### src/rtl/cpu_pkg.sv
// rtl/cpu_pkg.sv - shared sequencer state encoding and width defaults
package cpu_pkg;

    localparam int SEQ_PC_WIDTH    = 6;
    localparam int SEQ_PROG_LEN    = 64;
    localparam int SEQ_STALL_WIDTH = 8;

    // Encoding 2'b11 is unused and is steered back to ST_START by the sequencer.
    typedef enum logic [1:0] {
        ST_START = 2'b00,
        ST_RUN   = 2'b01,
        ST_STALL = 2'b10
    } seq_state_e;

endpackage

### src/rtl/pc_next.sv
// rtl/pc_next.sv - combinational next program address: jump, branch, increment
module pc_next
    import cpu_pkg::*;
#(
    parameter int PC_WIDTH = SEQ_PC_WIDTH,
    parameter int PROG_LEN = SEQ_PROG_LEN
) (
    input  logic [PC_WIDTH-1:0] pc,
    input  logic                jump,
    input  logic                branch,
    input  logic [PC_WIDTH-1:0] target,
    input  logic [PC_WIDTH-1:0] offset,
    output logic [PC_WIDTH-1:0] next_pc,
    output logic                inc_wrap
);

    localparam logic [PC_WIDTH-1:0] LAST_PC = PC_WIDTH'(PROG_LEN - 1);

    // Jump beats branch beats increment; only the increment path may flag a wrap,
    // and branch sums are left to roll over modulo 2^PC_WIDTH.
    always_comb begin
        next_pc  = pc + PC_WIDTH'(1);
        inc_wrap = 1'b0;
        if (jump) begin
            next_pc = target;
        end else if (branch) begin
            next_pc = pc + offset;
        end else if (pc == LAST_PC) begin
            next_pc  = '0;
            inc_wrap = 1'b1;
        end
    end

endmodule

### src/rtl/program_sequencer.sv
// rtl/program_sequencer.sv - program counter sequencer with stall handling
module program_sequencer
    import cpu_pkg::*;
#(
    parameter int PC_WIDTH    = SEQ_PC_WIDTH,
    parameter int PROG_LEN    = SEQ_PROG_LEN,
    parameter int STALL_WIDTH = SEQ_STALL_WIDTH
) (
    input  logic                   clk,
    input  logic                   n_reset,
    input  logic                   halt_program,
    input  logic                   jump,
    input  logic                   branch,
    input  logic [PC_WIDTH-1:0]    target,
    input  logic [PC_WIDTH-1:0]    offset,
    output logic [PC_WIDTH-1:0]    pc,
    output logic                   commit,
    output logic                   wrap,
    output logic                   stalled,
    output logic [STALL_WIDTH-1:0] stall_cycles
);

    localparam logic [1:0] S_START = ST_START;
    localparam logic [1:0] S_RUN   = ST_RUN;
    localparam logic [1:0] S_STALL = ST_STALL;

    localparam logic [STALL_WIDTH-1:0] STALL_MAX = '1;

    logic [1:0]          state;
    logic [1:0]          state_nxt;
    logic                active;
    logic [PC_WIDTH-1:0] pc_nxt;
    logic                inc_wrap;

    // The illegal encoding is treated like START so it can never retire an instruction.
    assign active = (state == S_RUN) || (state == S_STALL);
    assign commit = active && !halt_program;

    pc_next #(
        .PC_WIDTH (PC_WIDTH),
        .PROG_LEN (PROG_LEN)
    ) u_pc_next (
        .pc       (pc),
        .jump     (jump),
        .branch   (branch),
        .target   (target),
        .offset   (offset),
        .next_pc  (pc_nxt),
        .inc_wrap (inc_wrap)
    );

    // Next-state: START lasts one cycle, RUN/STALL follow halt_program.
    always_comb begin
        state_nxt = S_START;
        case (state)
            S_START: state_nxt = S_RUN;
            S_RUN:   state_nxt = halt_program ? S_STALL : S_RUN;
            S_STALL: state_nxt = halt_program ? S_STALL : S_RUN;
            default: state_nxt = S_START;
        endcase
    end

    // State register.
    always_ff @(posedge clk or negedge n_reset) begin
        if (!n_reset) begin
            state <= S_START;
        end else begin
            state <= state_nxt;
        end
    end

    // Program counter advances only on commit; wrap is a one-cycle pulse.
    always_ff @(posedge clk or negedge n_reset) begin
        if (!n_reset) begin
            pc   <= '0;
            wrap <= 1'b0;
        end else begin
            wrap <= commit && inc_wrap;
            if (commit) begin
                pc <= pc_nxt;
            end
        end
    end

    // Stall flag mirrors the next state; stall counter saturates and clears after a commit.
    always_ff @(posedge clk or negedge n_reset) begin
        if (!n_reset) begin
            stalled      <= 1'b0;
            stall_cycles <= '0;
        end else begin
            stalled <= (state_nxt == S_STALL);
            if (commit) begin
                stall_cycles <= '0;
            end else if (active && halt_program && stall_cycles != STALL_MAX) begin
                stall_cycles <= stall_cycles + STALL_WIDTH'(1);
            end
        end
    end

endmodule

### config.mk
export PLATFORM = sky130hd
export DESIGN_NAME = program_sequencer
export DESIGN_NICKNAME = d
export VERILOG_FILES = /design/src/rtl/cpu_pkg.sv /design/src/rtl/pc_next.sv /design/src/rtl/program_sequencer.sv
export SDC_FILE = /design/constraint.sdc
export NUM_CORES = 1
export LEC_CHECK = 0
export BUFFER_PORTS_ARGS = -buffer_cell sky130_fd_sc_hd__buf_2
export CAP_MARGIN = 20
export CORE_UTILIZATION = 50
export CTS_CLUSTER_SIZE = 25
export DETAILED_ROUTE_END_ITERATION = 16
export GPL_TIMING_DRIVEN = 0
export PLACE_DENSITY = 0.73
export SYNTH_ARGS = -nofsm -noshare
export SYNTH_HDL_FRONTEND = slang
export SYNTH_SLANG_ARGS = --single-unit
### constraint.sdc
create_clock -name clk -period 3.27 [get_ports clk]
set_clock_uncertainty 0.15 [all_clocks]
set_input_delay 0.1635 -clock clk [delete_from_list [all_inputs] [get_ports clk]]
set_output_delay 0.1635 -clock clk [all_outputs]
set_load 0.005 [all_outputs]
==> results of run 1 <==
==> through the flow <==
stage          utilization, %  instances
6_report                 66.3        217
5_1_grt                  66.3        217
4_1_cts                  65.8        216
3_5_place_dp             63.8        211
3_3_place_gp             63.8        211
2_1_floorplan               -        150
==> placed cells by master (no fill, tap or decap), drive strengths merged <==
cell | netlist | routed
a221oi | 2 | 2
clkbuf | 2 | 6
a2111oi | 1 | 1
nand2b | 3 | 3
a41o | 1 | 1
dlygate4sd3 | 0 | 2
mux2i | 1 | 1
buf | 2 | 35
nor4 | 1 | 1
nand4b | 1 | 1
inv | 13 | 13
a21o | 2 | 2
a211oi | 1 | 1
o21ai | 18 | 18
nor2b | 1 | 1
nor3 | 1 | 1
dfrtp | 18 | 18
a2bb2oi | 1 | 1
nor2 | 10 | 10
a211o | 2 | 2
o21a | 3 | 3
fa | 1 | 1
o22a | 1 | 1
a31oi | 2 | 2
o22ai | 1 | 1
nand2 | 10 | 10
nand4 | 3 | 3
xnor2 | 3 | 3
and4 | 1 | 1
a41oi | 2 | 2
xor2 | 4 | 4
ha | 9 | 9
or3 | 2 | 2
nand3 | 12 | 12
o21bai | 1 | 1
and3 | 4 | 4
a21oi | 10 | 10
==> report_power, final <==
part	switching, mW	total [mW]	internal [mW]
Sequential	0.100	0.392	0.292
Clock	0.0687	0.137	0.0679
Combinational	0.344	0.617	0.273
==> how the worst max path moves through the flow <==
stage / start / endpoint / slack (ns) / cells after the start
floorplan: pc[1] / pc[5] / 1.37 / 6
global placement: pc[0] / pc[4] / 1.24 / 8
detailed placement: pc[2] / pc[5] / 1.20 / 6
CTS: pc[0] / pc[4] / 1.15 / 8
global route: pc[0] / pc[4] / 1.04 / 8
finish: pc[0] / pc[4] / 1.14 / 8
==> area by class of cell <==
| type | count | area, um2 | share of cell area (%) |
|---|---|---|---|
| timing repair buffer | 35 | 185 | 12.1 |
| multi-input combinational | 115 | 762 | 49.6 |
| sequential | 18 | 450 | 29.3 |
| buffer | 4 | 18.8 | 1.22 |
| clock buffer | 4 | 36.3 | 2.36 |
| inverter | 13 | 48.8 | 3.18 |
| tap | 28 | 35.0 | 2.28 |
==> cell families after synthesis <==
| kind of cell | count (synthesis) | share of synthesized area [%] |
|---|---|---|
| flops | 18 | 35.2 |
| compound gates | 48 | 24.2 |
| xor+xnor | 7 | 4.79 |
| mux | 1 | 0.782 |
| simple gates | 49 | 19.4 |
| fa+ha+maj | 10 | 10.4 |
| buf+inv | 17 | 5.28 |
==> metal layers <==
layer	up-vias	global-route usage [%]	wire [um]
met2	28	35.9	1240
li1	628	-	-
met4	0	5.70	10
met5	-	0	0
met1	554	32.2	1450
met3	2	6.67	129
==> critical path, cell delays in order (launching register included) <==
cell	delay [ns]
dfrtp_1	0.52
ha_1	0.24
inv_1	0.06
fa_1	0.41
nor2b_1	0.13
o21a_1	0.14
nor3_1	0.05
o21a_1	0.18
o21ai_0	0.17
==> sequential cells by signal, indices dropped and copies added (netlist names) <==
register	flops
state	2
stall_cycles	8
wrap	1
stalled	1
pc	6
==> timing repair <==
item | CTS | global route
endpoints found under the setup margin | 0 | 0
hold buffers | 1 | 1
hold endpoints to repair | 18 | 1
==> reports/results.tsv, run 1 <==
stage	metric	value	unit
run_status	status	finished clean	
finish	fin_nets	217	
detailed_routing	route.detailed.drc	0	
timing	tns	0	ns
placed_design	port_buffers	33	
critical_path	reg2reg_from	pc[0]	
clock_tree	cts_max_path_buffers	2	
die	dieHeight	52.6	um
timing	setup_ws	1.14	ns
critical_path	crit_fanout	8	
hold_path	worstHoldEndpoint	pc[2]	
hold_path	hp-start	target[2]	
clock_tree	cts_tree	done	
hold_path	hold_class	in2reg	
yosys	synthArstFlopShare	100	%
global_route	grt_use_total	23.4	%
timing	min_period	2.13	ns
timing	fmax	470	MHz
yosys	netlist_area	0.00128	mm2
global_route	grt_pass1_vias	1094	
yosys	synthCells	150	
detailed_routing	wire_per_inst	13.0	um
critical_path	start_kind	flop	
power	p_leak	0.759	nW
clock_tree	numCtsBuffers	3	
yosys	ys_ff_latch	18	
timing	rsz0062_at_grt	no	
yosys	synth_top_area_share	35.2	%
placed_design	place_hpwl	2180	um
finish	antennaDiodeCount	0	
global_route	grt.overflow.total	0	
detailed_routing	routed_wl	2830	um
global_route	antenna_found_initial	0	
timing	period_share	65.0	%
clock_tree	htree_levels	1	
power	ir_drop	0.628	mV
clock_tree	cts_resized	0	
die	coreArea	0.00232	mm2
critical_path	reg2reg_slack	1.14	ns
finish	nFillCells	219	
critical_path	arrival	2.19	ns
yosys	yosys-top-cells-area	dfrtp_1 (35%), ha_1 (8.8%), o21ai_0 (7.0%), nand3_1 (4.7%), a21oi_1 (3.5%)	
finish	final_area	0.00154	mm2
detailed_routing	avgViaCountPerCell	5.59	
yosys	synth.yosys.warnings	0	
die	die-area	0.00277	mm2
die	io_pins	34	
timing	hold_ws	0.0278	ns
die	rows	17	
global_route	grt_max_degree	19	
yosys	yosysUniqueCellTypes	39	
yosys	synth_area_leader_cell	dfrtp_1	
clock_tree	clkTransAtPathRegs	0.10	ns
detailed_routing	antenna_left	0	
finish	area_delta_synth_final	20.0	%
yosys	ys_seq_area_share	35.2	%
placed_design	place_ws	1.20	ns
detailed_routing	drt_first_pass_iters	4	
yosys	synth_ff_type	dfrtp_1	
yosys	mappedNetlistNets	177	
power	power_density	746	mW/mm2
critical_path	critical_path_class	reg2reg	
timing	setup_viol	0	
global_route	grt_pass1_wl	4710	um
critical_path	critPathCaptureType	flop	
clock_tree	clockRootBuffer	clkbuf_4	
die	initial_core_util	55.2	%
yosys	synth_edf_count	0	
timing	max_slew.worst_pin.slew	0.450	ns
yosys	avgSynthCellArea	8.53	um2
detailed_routing	vias	1212	
critical_path	worst-r2r-cell-count	8	
hold_path	min_path_cells	3	
clock_tree	cts.sinks	18	
detailed_routing	drt_iter0_drc	30	
critical_path	reg2reg_to	pc[4]	
clock_tree	post_cts_buffers	0	
finish	drive_above_1_share	22.2	%
critical_path	required	3.34	ns
yosys	synth.top_cells.by_count	dfrtp_1 (18), o21ai_0 (18), inv_1 (12), nand3_1 (12)	
timing	hold_violations	0	
run	cap_viol_max_count	0	
timing	finalMaxSlewViolations	0	
clock_tree	worstSkewPairLatency	0.29	ns
power	total_power	1.15	mW
placed_design	gp_routability_congestion	0.818	
timing	maxSlewHeadroom	70.0	%
die	die_x	52.6	um
placed_design	placed_area	0.00148	mm2
No activity file was read; power rests on OpenSTA's default activity.
==> run 2: changes to the inputs <==
==> constraint.sdc (replaced) <==
create_clock -name clk -period 2.13 [get_ports clk]
set_clock_uncertainty 0.15 [all_clocks]
set_input_delay 0.1065 -clock clk [delete_from_list [all_inputs] [get_ports clk]]
set_output_delay 0.1065 -clock clk [all_outputs]
set_load 0.005 [all_outputs]
==> run 2 against run 1 <==
  * Core utilization is 2.2 points higher
  * Power rose by 56%
  * Fmax is 4.1% higher
  * Sequential cell count unchanged
  * Global-route usage increased by 0.24 points
  * First-iteration DRC count is 20% lower
  * Via count increased by 1.2%
  * Cell count up 1.8%
  * Largest cell class unchanged
==> reports/results.tsv, run 2 (synthesis results as in run 1) <==
stage	metric	value	unit	change
global_route	grt_use_total	23.6	%	+0.24 points
timing	finalMaxSlewViolations	0		unchanged
critical_path	worst-r2r-cell-count	8		unchanged
critical_path	arrival	2.11	ns	-0.08 ns
finish	fin_nets	221		+1.8%
hold_path	hold_class	in2reg		
timing	period_share	95.9	%	+31 points
finish	top_regs	stall_cycles: 8 flops, pc: 6 flops, state: 2 flops		
power	p_leak	0.774	nW	+2.0%
timing	rsz0062_at_grt	no		
timing	min_period	2.04	ns	-0.0832 ns
finish	antennaDiodeCount	0		unchanged
critical_path	cp.depth	8		unchanged
critical_path	critical_path.top_delay_family	adder cells		
global_route	grt_pass1_wl	4770	um	+1.2%
finish	largest_reg_flops	8		unchanged
finish	multi_input_area	771	um2	+1.1%
clock_tree	cts_max_path_buffers	2		unchanged
critical_path	slowest_stage	dfrtp_2		
global_route	grt_pass1_vias	1124		+2.7%
finish	top_register	stall_cycles		
power	power_density	1120	mW/mm2	+51%
critical_path	reg2reg_slack	0.09	ns	-1.06 ns
detailed_routing	drt_first_pass_iters	4		unchanged
critical_path	required	2.20	ns	-1.14 ns
die	io_pins	34		unchanged
clock_tree	numCtsBuffers	3		unchanged
finish	ff_latch_area	453	um2	+0.56%
die	die-area	0.00277	mm2	unchanged
critical_path	critical-path-max-stage-delay	0.47	ns	-0.05 ns
timing	setup_viol	0		unchanged
die	coreArea	0.00232	mm2	unchanged
clock_tree	worstSkewPairLatency	0.29	ns	about the same
timing	tns	0	ns	unchanged
power	ir_drop	0.966	mV	+54%
timing	setup_ws	0.0869	ns	-1.06 ns
detailed_routing	vias	1226		+1.2%
timing	hold_violations	0		unchanged
critical_path	crit_chain	ha_2, inv_1, fa_1, nor2b_1, o21a_1, nor3_1, o21a_1, o21ai_0		
die	rows	17		unchanged
global_route	grt_max_degree	19		unchanged
placed_design	place_ws	0.0639	ns	-1.14 ns
detailed_routing	drt_iter0_drc	24		-20%
finish	drive_above_1_share	24.4	%	+2.1 points
critical_path	critical_path_class	reg2reg		
finish	area_delta_synth_final	24.0	%	
critical_path	crit_top_cell	o21a_1		
placed_design	place_hpwl	2180	um	unchanged
detailed_routing	routed_wl	2890	um	+2.2%
critical_path	critPathCaptureType	flop		
critical_path	crit_fanout	8		unchanged
clock_tree	clockRootBuffer	clkbuf_4		
critical_path	cp_num_buf_inv	1		unchanged
clock_tree	cts_tree	done		
detailed_routing	antenna_left	0		unchanged
clock_tree	cts.sinks	18		unchanged
clock_tree	htree_levels	1		unchanged
placed_design	port_buffers	33		unchanged
detailed_routing	route.detailed.drc	0		unchanged
critical_path	start_kind	flop		
run_status	status	finished clean		
detailed_routing	avgViaCountPerCell	5.55		-0.68%
placed_design	gp_routability_congestion	0.818		unchanged
hold_path	min_path_cells	3		unchanged
run	cap_viol_max_count	0		unchanged
die	die_x	52.6	um	unchanged
timing	max_slew.worst_pin.slew	0.455	ns	+0.00563 ns
detailed_routing	wire_per_inst	13.1	um	+0.35%
die	dieHeight	52.6	um	unchanged
timing	maxSlewHeadroom	69.6	%	-0.38 points
clock_tree	clkTransAtPathRegs	0.10	ns	about the same
global_route	antenna_found_initial	0		unchanged
timing	fmax	489	MHz	+4.1%
finish	layout_commonest_cell	buf_2		
global_route	grt.overflow.total	0		unchanged
finish	nFillCells	211		-3.7%
finish	layout_common_cells	buf_2 (33), o21ai_0 (18), dfrtp_1 (16), inv_1 (12), nand3_1 (12)		
die	initial_core_util	55.2	%	unchanged
-- run 2: final timing paths --
check,start,end
setup / recovery,pc[0],pc[4]
hold / removal,target[3],pc[3]
setup reg to reg,pc[0],pc[4]
hold reg to reg,stall_cycles[0],stall_cycles[0]
max in group asynchronous,n_reset,pc[1]
min in group asynchronous,n_reset,stall_cycles[3]
-- run 2: what timing repair did --
item                                    4_1_cts  5_1_grt
hold endpoints to repair                     27        0
endpoints found under the setup margin        0        4
hold buffers                                  6        0
gates resized for setup                       0        5
buffers inserted                              0        0
-- run 2: cell type report --
| class | count | share of cell area [%] |
|---|---|---|
| Buffer | 4 | 1.18 |
| Clock buffer | 4 | 2.29 |
| Inverter | 13 | 3.07 |
| Multi-Input combinational cell | 115 | 48.5 |
| Sequential cell | 18 | 28.5 |
| Tap cell | 28 | 2.21 |
| Timing Repair Buffer | 39 | 14.2 |
-- run 2: per-stage QoR --
step	cell area, um2	util (%)	power, mW	hold slack [ns]	instances
6_report	1590	68.5	1.78	0.0279	221
5_1_grt	1590	68.5	1.97	0.0277	221
4_1_cts	1580	68.0	1.77	0.0137	221
3_5_place_dp	1480	63.8	1.55	-0.0983	211
3_3_place_gp	1480	63.8	1.51	-0.0996	211
2_1_floorplan	1280	-	1.25	-0.339	150
-- run 2: worst reg2reg max path, cell delays in order (launching register included) --
cell     delay (ns)
dfrtp_2        0.47
ha_2           0.22
inv_1          0.06
fa_1           0.41
nor2b_1        0.13
o21a_1         0.14
nor3_1         0.05
o21a_1         0.18
o21ai_0        0.17
-- run 2: layer usage --
metal | up-vias | global-route usage, % | wire length [um]
li1 | 637 | - | -
met3 | 2 | 6.67 | 127
met4 | 0 | 5.70 | 10
met2 | 28 | 37.1 | 1280
met1 | 559 | 31.9 | 1470
met5 | - | 0 | 0
-- run 2: where the power goes --
part           switching, mW  total [mW]  leakage (nW)  internal (mW)
Clock                  0.106       0.210        0.0210          0.104
Sequential             0.155       0.607         0.231          0.452
Combinational          0.534       0.968         0.522          0.433
Total                  0.795        1.78         0.774          0.989
